**config.mk**
```make
export PLATFORM = sky130hd
export DESIGN_NAME = dna_arb
export DESIGN_NICKNAME = d
export VERILOG_FILES = /design/src/rtl/dna_pkg.sv /design/src/rtl/dna_rr_arb.sv /design/src/rtl/dna_arb.sv
export SDC_FILE = /design/constraint.sdc
export NUM_CORES = 1
export LEC_CHECK = 0
export CAP_MARGIN = 20
export CORE_ASPECT_RATIO = 1.5
export CORE_MARGIN = 10
export CORE_UTILIZATION = 49
export CTS_CLUSTER_SIZE = 20
export DETAILED_ROUTE_END_ITERATION = 8
export GPL_TIMING_DRIVEN = 0
export PLACE_DENSITY = 0.84
export SYNTH_ARGS = -nofsm -noshare
export SYNTH_HDL_FRONTEND = slang
export SYNTH_SLANG_ARGS = --single-unit
```
**constraint.sdc**
```tcl
create_clock -name CLK4 -period 2.3 [get_ports CLK4]
set_input_delay 0.575 -clock CLK4 [delete_from_list [all_inputs] [get_ports CLK4]]
set_output_delay 0.575 -clock CLK4 [all_outputs]
set_load 0.02 [all_outputs]
```
**src/rtl/dna_pkg.sv**
```systemverilog
// Shared definitions for the device-DNA controller: FSM encodings, code-word
// layout constants and the word-select helper.
package dna_pkg;

  // Gray-style walk matching the reader's own sequencer.
  typedef enum logic [2:0] {
    ST_IDLE  = 3'b000,
    ST_ARM   = 3'b001,
    ST_WAIT  = 3'b011,
    ST_CHECK = 3'b010,
    ST_CMP   = 3'b110,
    ST_READY = 3'b111,
    ST_FAIL  = 3'b101
  } dna_state_t;

  localparam int DNA_RAW_LSB  = 7;
  localparam int DNA_RAW_BITS = 57;
  localparam int DNA_CNT_LSB  = 1;
  localparam int DNA_CNT_BITS = 6;
  localparam int DNA_WORDS    = 4;

  function automatic logic [15:0] dna_word(input logic [63:0] code,
                                           input logic [$clog2(DNA_WORDS)-1:0] w);
    logic [15:0] word;
    case (w)
      2'd0:    word = code[15:0];
      2'd1:    word = code[31:16];
      2'd2:    word = code[47:32];
      default: word = code[63:48];
    endcase
    return word;
  endfunction

endpackage

```
**src/rtl/dna_rr_arb.sv**
```systemverilog
// Two-way round-robin arbiter. The grant is combinational; only the
// last-grant pointer is stored, and it moves only when a grant is issued.
module dna_rr_arb (
  input  logic       CLK4,
  input  logic       RSTn,
  input  logic       en,
  input  logic [1:0] req,
  output logic [1:0] gnt
);

  logic last_one;

  always_comb begin
    gnt = 2'b00;
    if (en) begin
      case (req)
        2'b01:   gnt = 2'b01;
        2'b10:   gnt = 2'b10;
        2'b11:   gnt = last_one ? 2'b01 : 2'b10;
        default: gnt = 2'b00;
      endcase
    end
  end

  // Pointer starts on requester 1 so requester 0 wins the first contention.
  always_ff @(posedge CLK4 or negedge RSTn) begin
    if (!RSTn) begin
      last_one <= 1'b1;
    end else if (gnt[0]) begin
      last_one <= 1'b0;
    end else if (gnt[1]) begin
      last_one <= 1'b1;
    end
  end

endmodule

```
**src/rtl/dna_arb.sv**
```systemverilog
// Sequences the device-DNA reader, re-verifies the code's check bits serially
// and then shares 16-bit word reads between two requesters.
module dna_arb #(
  parameter int TIMEOUT_CYC = 1000
) (
  input  logic        CLK4,
  input  logic        RSTn,
  input  logic        START,
  output logic        DNA_ATV,
  input  logic        DNA_VLD,
  input  logic [63:0] DNA_IN,
  input  logic [1:0]  REQ,
  input  logic [3:0]  ADDR,
  output logic [1:0]  GNT,
  output logic [15:0] RDATA,
  output logic        READY,
  output logic        FAIL
);

  import dna_pkg::*;

  localparam logic [15:0] TMO      = 16'(TIMEOUT_CYC);
  localparam logic [5:0]  IDX_LAST = 6'(DNA_RAW_BITS - 1);

  dna_state_t              state, state_nxt;
  logic [15:0]             timer, timer_inc;
  logic [63:0]             code;
  logic [5:0]              idx;
  logic [DNA_CNT_BITS-1:0] ones;
  logic                    par;
  logic [DNA_RAW_BITS-1:0] raw;
  logic                    pass;
  logic                    arb_en;
  logic [1:0]              arb_gnt;

  assign timer_inc = timer + 16'd1;
  assign raw       = code[DNA_RAW_LSB +: DNA_RAW_BITS];
  assign pass      = (ones == code[DNA_CNT_LSB +: DNA_CNT_BITS]) && ((par ^ (^ones)) == code[0]);
  assign arb_en    = (state == ST_READY) && !START;

  always_ff @(posedge CLK4 or negedge RSTn) begin
    if (!RSTn) begin
      state <= ST_IDLE;
    end else begin
      state <= state_nxt;
    end
  end

  always_comb begin
    state_nxt = state;
    case (state)
      ST_IDLE:  if (START) state_nxt = ST_ARM;
      ST_ARM:   state_nxt = ST_WAIT;
      ST_WAIT: begin
        if (DNA_VLD)               state_nxt = ST_CHECK;
        else if (timer_inc == TMO) state_nxt = ST_FAIL;
      end
      ST_CHECK: if (idx == IDX_LAST) state_nxt = ST_CMP;
      ST_CMP:   state_nxt = pass ? ST_READY : ST_FAIL;
      ST_READY: if (START) state_nxt = ST_ARM;
      ST_FAIL:  if (START) state_nxt = ST_ARM;
      default:  state_nxt = ST_IDLE;
    endcase
  end

  // The reader stays armed from WAIT through READY; ARM and FAIL hold it in reset.
  always_comb begin
    DNA_ATV = 1'b0;
    READY   = 1'b0;
    FAIL    = 1'b0;
    case (state)
      ST_WAIT, ST_CHECK, ST_CMP: DNA_ATV = 1'b1;
      ST_READY: begin
        DNA_ATV = 1'b1;
        READY   = 1'b1;
      end
      ST_FAIL:  FAIL = 1'b1;
      default:  ;
    endcase
  end

  always_ff @(posedge CLK4 or negedge RSTn) begin
    if (!RSTn) begin
      timer <= '0;
      code  <= '0;
      idx   <= '0;
      ones  <= '0;
      par   <= 1'b0;
    end else begin
      case (state)
        ST_ARM: timer <= '0;
        ST_WAIT: begin
          timer <= timer_inc;
          if (DNA_VLD) begin
            code <= DNA_IN;
            idx  <= '0;
            ones <= '0;
            par  <= 1'b0;
          end
        end
        ST_CHECK: begin
          idx <= idx + 6'd1;
          if (raw[idx]) begin
            ones <= ones + 6'd1;
            par  <= ~par;
          end
        end
        default: ;
      endcase
    end
  end

  dna_rr_arb u_rr (
    .CLK4 (CLK4),
    .RSTn (RSTn),
    .en   (arb_en),
    .req  (REQ),
    .gnt  (arb_gnt)
  );

  // RDATA only moves on a grant so consumers can sample it lazily.
  always_ff @(posedge CLK4 or negedge RSTn) begin
    if (!RSTn) begin
      GNT   <= 2'b00;
      RDATA <= '0;
    end else begin
      GNT <= arb_gnt;
      if (arb_gnt[0]) begin
        RDATA <= dna_word(code, ADDR[1:0]);
      end else if (arb_gnt[1]) begin
        RDATA <= dna_word(code, ADDR[3:2]);
      end
    end
  end

endmodule

```
==> results of run 1 <==
flip-flops by register name (all words and copies together), names as in the netlist:
register	cells
timer	16
idx	6
ones	6
code	64
GNT	2
par	1
RDATA	16
state	3
u_rr.last_one	1
placed cells by master, fill, tap and decap left out, types with 3 or more instances in the layout:
| master | count |
|---|---|
| clkbuf_16 | 17 |
| dfrtp_1 | 109 |
| a21o_1 | 4 |
| inv_6 | 4 |
| mux2i_1 | 20 |
| a22oi_1 | 7 |
| nand2_1 | 31 |
| nor2_1 | 53 |
| clkdlybuf4s50_1 | 86 |
| inv_1 | 7 |
| bufinv_16 | 4 |
| buf_1 | 6 |
| a21oi_1 | 10 |
| clkbuf_1 | 16 |
| clkbuf_2 | 6 |
| nand4_1 | 5 |
| mux4_2 | 36 |
| clkinv_4 | 4 |
| nand2b_1 | 4 |
| nor3_1 | 11 |
| xor2_1 | 4 |
| nand3_1 | 19 |
| a211o_1 | 3 |
| mux2_2 | 68 |
| dfrtp_2 | 5 |
| buf_6 | 4 |
| buf_4 | 13 |
| ha_1 | 5 |
| nor2_2 | 3 |
| o21ai_0 | 21 |
| o22ai_1 | 16 |
| xnor2_1 | 11 |
| a22o_1 | 11 |
power by group through the flow:
stage | clock [uW] | combinational (uW) | sequential (uW)
2_1_floorplan | 0 | 3090 | 3650
3_3_place_gp | 0 | 4340 | 3730
3_5_place_dp | 0 | 4470 | 3810
4_1_cts | 2920 | 4640 | 3820
5_1_grt | 3010 | 5130 | 3980
6_report | 2900 | 4770 | 3870
worst max-delay path by stage:
stage            from   endpoint  slack [ns]  cells past startpoint
3_5_place_dp    START  RDATA[13]       -0.71                      8
2_1_floorplan  idx[0]    ones[4]        0.01                      9
5_1_grt        idx[0]    ones[4]       -0.21                     10
4_1_cts        idx[0]    ones[4]       -0.08                      9
6_report       idx[0]    ones[4]       -0.17                      9
3_3_place_gp     RSTn   code[55]       -3.62                      1
cell families after synthesis:
logic type	after synthesis	synth area share
AOI/OAI and AO/OA	91	0.09843
xor gates and xnor gates	15	0.02046
buffers and inverters	44	0.02982
and+or+nand+nor	152	0.1099
adders and majority gates	6	0.01169
DFF	115	0.4485
muxes	126	0.2812
layer usage:
metal  part of all wire  routed length [um]  up-vias
met5                  0                   0        -
met1               0.35                6495     2581
met3              0.046                 864       57
li1                   -                   -     2299
met2               0.56               10540      208
met4              0.048                 903        0
worst max-delay path: stages, from the launching register on:
cell and delay, ns:
dfrtp_2 0.43, buf_6 0.13, mux4_2 0.50, mux2_4 0.30, nor3b_4 0.24, a2111oi_4 0.06
a21oi_2 0.22, buf_6 0.17, nor2_2 0.04, a211o_1 0.25
what timing repair did:
| item | 4_1_cts | 5_1_grt |
|---|---|---|
| hold buffers | 0 | 0 |
| buffers inserted | 7 | 5 |
| gates cloned | 0 | 0 |
| resized for setup | 33 | 26 |
| pin swaps | 6 | 10 |
| endpoints found under the setup margin | 71 | 84 |
area by class of cell:
type                       count  area [um^2]
clock inverter                13        197.7
timing repair buffer         103         1020
clock buffer                  19        452.9
buffer                        35        180.2
sequential                   115         2885
tap                          159        198.9
fill                         964         4427
multi-input combinational    390         3497
inverter                       8        31.28
through the flow:
step | setup WS (ns) | total power, uW | cell area, um^2 | hold WS (ns) | util
2_1_floorplan | 0.01418 | 6743 | 6420 | 0.2794 | -
3_3_place_gp | -3.616 | 8074 | 7520 | 0.4943 | 0.5834
3_5_place_dp | -0.7091 | 8283 | 7545 | 0.5068 | 0.5853
4_1_cts | -0.08369 | 11390 | 8327 | 0.2607 | 0.6460
5_1_grt | -0.2101 | 12120 | 8463 | 0.2848 | 0.6566
6_report | -0.1662 | 11540 | 8463 | 0.2331 | 0.6566
==> flow_metrics.tcl, run 1 <==
set metrics [dict create \
    drt_iter0_drc 354 \
    crit_path_start_kind "flop" \
    wl_per_cell_um 22.33 \
    setup_viol 6 \
    switchingPower_uw 4199 \
    grt_usage 0.2062 \
    maxSlewViolCount 0 \
    io_buffer_count 90 \
    skew_ns 0.01001 \
    clock-sinks 115 \
    synth-main-ff-cell "dfrtp_1" \
    ys_types 51 \
    crit_path_end_kind "flop" \
    busiest_layer "met2" \
    hold_class "in -> async" \
    violations "setup timing" \
    relSlewSlack 0.4836 \
    synth.top_cell.area_share 0.4444 \
    first_global_vias 5550 \
    num_antenna_cells 0 \
    async_reset_ff_frac 1.000 \
    numCtsBuffers 17 \
    die_area_um2 18170 \
    period_share 1.072 \
    crit_fanout 8 \
    grt_pass1_wl_um 29330 \
    ys_top_cells_by_count "114 x dfrtp_1, 69 x mux2_2, 56 x nor2_1" \
    use_met1 0.2053 \
    status "finished, violations left" \
    use_met2 0.3768 \
    fmax_mhz 405.5 \
    netlist_top_cells_area "dfrtp_1 44%, mux2_2 12%, mux4_2 12%" \
    fin_cells 842 \
    synth_area_um2 6420 \
    rsz0062_at_grt "yes" \
    switching_share 0.3638 \
    required_ns 2.59 \
    vias_per_cell 6.110 \
    intPower_uw 7344 \
    dp_cells 799 \
    syn_nets 629 \
    setup_slack_ns -0.1662 \
    cts-root-buf "clkbuf_16" \
    first_pass_iters 5 \
    r2r_end "ones[4]" \
    ant_nets 0 \
    timing.rr.start "idx[0]" \
    layout-drive-gt1-share 0.2899 \
    drcViolationCount 0 \
    grt_overflow 0 \
    vias 5145 \
    die_y_um 160.2 \
    yosysWarnings 0 \
    area_delta_synth_final_pct 31.83 \
    synth-edff-count 0 \
    syn_area_per_cell_um2 11.69 \
    worst_pin_slew_ns 0.7747 \
    ios 95 \
    clock_latency_ns 0.41 \
    fin_setup_tns_ns -0.6811 \
    crit_type "reg -> reg" \
    ys_seq_elements 115 \
    core_area_um2 12890 \
    wl_um 18800 \
    clk_pin_slew_ns 0.06 \
    clockBufferDepth 2 \
    power.density_nw_per_um2 1364 \
    syn_inst 549 \
    worstPathArrival_ns 2.76 \
    maxCapViolCount 0 \
    finalHoldViolCount 0 \
    synth_most_common_cell "dfrtp_1" \
    synth_top_cell_by_area "dfrtp_1" \
    grt_max_degree 60 \
    routabilityCongestion 0.9243 \
    seq_power_share 0.335 \
    comb_power_share 0.413 \
    p_leak_uw 0.003485 \
    nets 750 \
    vdd_drop_max_v 0.0008418 \
    h-tree-depth 4 \
    die_x_um 113.5 \
    yosysSeqAreaShare 0.4485 \
    rows 51 \
    dpl.hpwl_um 13890 \
    met3_usage 0.04424 \
    r2r_slack_ns -0.17 \
    cts_tree "yes" \
    reg2regPathDepth 9 \
    initial_utilization 0.4981 \
    finalCriticalPeriod_ns 2.466 \
    antenna_found_initial 0 \
    clock_power_share 0.251 \
]
Note: power is estimated with default switching activity, not from simulation.
==> run 2: changes to the inputs <==
Settings changed: CAP_MARGIN 20 to default.
==> run 2 against run 1 <==
Effect of this change: the run still ends with setup timing left; via count unchanged; clock power about the same; utilization unchanged; combinational power about the same; cell area unchanged; first-iteration DRC count unchanged; hold slack unchanged; setup slack unchanged; sequential cell count unchanged; global-route usage unchanged; critical path depth unchanged; critical endpoint unchanged; largest power group unchanged; highest routed layer unchanged.
==> flow_metrics.tcl, run 2 (synthesis gave the netlist of run 1 again) <==
set metrics [dict create \
    status "finished, violations left" \
    violations "setup timing" \
    period_share 1.072 \
    setup_viol 6 \
    rsz0062_at_grt "yes" \
    num_antenna_cells 0 \
    crit_path_start_kind "flop" \
    maxCapViolCount 0 \
    hold_class "in -> async" \
    drt_iter0_drc 354 \
    clock-sinks 115 \
    worstPathArrival_ns 2.76 \
    first_pass_iters 5 \
    clockBufferDepth 2 \
    power.density_nw_per_um2 1364 \
    vias_per_cell 6.110 \
    pre_cts_ws_ns -0.7091 \
    layout_common_cells "109 x dfrtp_1, 86 x clkdlybuf4s50_1, 68 x mux2_2" \
    vias 5145 \
    required_ns 2.59 \
    finalCriticalPeriod_ns 2.466 \
    post-route-util 0.6566 \
    io_buffer_count 90 \
    grt_overflow 0 \
    skew_ns 0.01001 \
    setup_slack_ns -0.1662 \
    dpl.hpwl_um 13890 \
    grt_usage 0.2062 \
    area_delta_synth_final_pct 31.83 \
    crit_fanout 8 \
    routabilityCongestion 0.9243 \
    first_global_vias 5550 \
    crit_path_end_kind "flop" \
    wl_per_cell_um 22.33 \
    final_common_cell "dfrtp_1" \
    die_area_um2 18170 \
    postCtsHoldBufs 0 \
    clock_latency_ns 0.41 \
    vdd_drop_max_v 0.0008418 \
    rows 51 \
    die_x_um 113.5 \
    cts_tree "yes" \
    maxSlewViolCount 0 \
    relSlewSlack 0.4836 \
    grt_max_degree 60 \
    ant_nets 0 \
    initial_utilization 0.4981 \
    worst_pin_slew_ns 0.7747 \
    fmax_mhz 405.5 \
    drcViolationCount 0 \
    p_leak_uw 0.003485 \
    grt_pass1_wl_um 29330 \
    finalHoldViolCount 0 \
    cts-root-buf "clkbuf_16" \
    die_y_um 160.2 \
    reg_top3 "code x64, RDATA x16, timer x16" \
    nets 750 \
    h-tree-depth 4 \
    layout-drive-gt1-share 0.2899 \
    largest_reg_flops 64 \
    wl_um 18800 \
    core_area_um2 12890 \
    largest_register "code" \
    clk_pin_slew_ns 0.06 \
    ios 95 \
    fin_setup_tns_ns -0.6811 \
    antenna_found_initial 0 \
    crit_type "reg -> reg" \
    numCtsBuffers 17 \
]
## run 2: path summary, 6_finish.rpt
path / depth (start not counted) / endpoint / slack (ns) / from
setup / recovery: 9 / ones[4] / -0.17 / idx[0]
hold / removal: 1 / timer[3] / 0.23 / RSTn
setup reg to reg: 9 / ones[4] / -0.17 / idx[0]
hold reg to reg: 1 / par / 0.50 / par
max in group asynchronous: 2 / RDATA[13] / 1.33 / RSTn
min in group CLK4: 1 / par / 0.50 / par
## run 2: through the flow
stage          area, um^2  cells  hold WS [ns]  power (uW)
3_3_place_gp         7520    798        0.4943        8074
4_1_cts              8327    837        0.2607       11390
3_5_place_dp         7545    799        0.5068        8283
2_1_floorplan        6420    549        0.2794        6743
5_1_grt              8463    842        0.2848       12120
6_report             8463    842        0.2331       11540
## run 2: worst max-delay path, stage by stage (launching register included)
cell and delay, ns:
dfrtp_2 0.43, buf_6 0.13, mux4_2 0.50, mux2_4 0.30, nor3b_4 0.24, a2111oi_4 0.06, a21oi_2 0.22, buf_6 0.17
nor2_2 0.04, a211o_1 0.25
## run 2: repair_timing
item	CTS	global route
buffers inserted	7	5
gates resized for setup	33	26
endpoints found under the hold margin	0	0
pin swaps	6	10
endpoints found under the setup margin	71	84
## run 2: power by group
| part | internal [uW] | leakage, uW | switching [uW] | total [uW] |
|---|---|---|---|---|
| clock network | 1890 | 0.000315 | 1010 | 2900 |
| logic | 2550 | 0.00176 | 2220 | 4770 |
| registers | 2900 | 0.00141 | 970 | 3870 |
| total | 7340 | 0.00349 | 4200 | 11500 |
## run 2: metal layers
| metal | vias to the layer above | global-route usage | share of wire |
|---|---|---|---|
| li1 | 2299 | - | - |
| met1 | 2581 | 0.2053 | 0.35 |
| met2 | 208 | 0.3768 | 0.56 |
| met3 | 57 | 0.04424 | 0.046 |
| met4 | 0 | 0.1221 | 0.048 |
| met5 | - | 0 | 0 |
## run 2: area by class of cell
class                           count  area [um^2]
Multi-Input combinational cell    390         3497
Sequential cell                   115         2885
Buffer                             35        180.2
Clock inverter                     13        197.7
Fill cell                         964         4427
Clock buffer                       19        452.9
Timing Repair Buffer              103         1020
Tap cell                          159        198.9
Inverter                            8        31.28
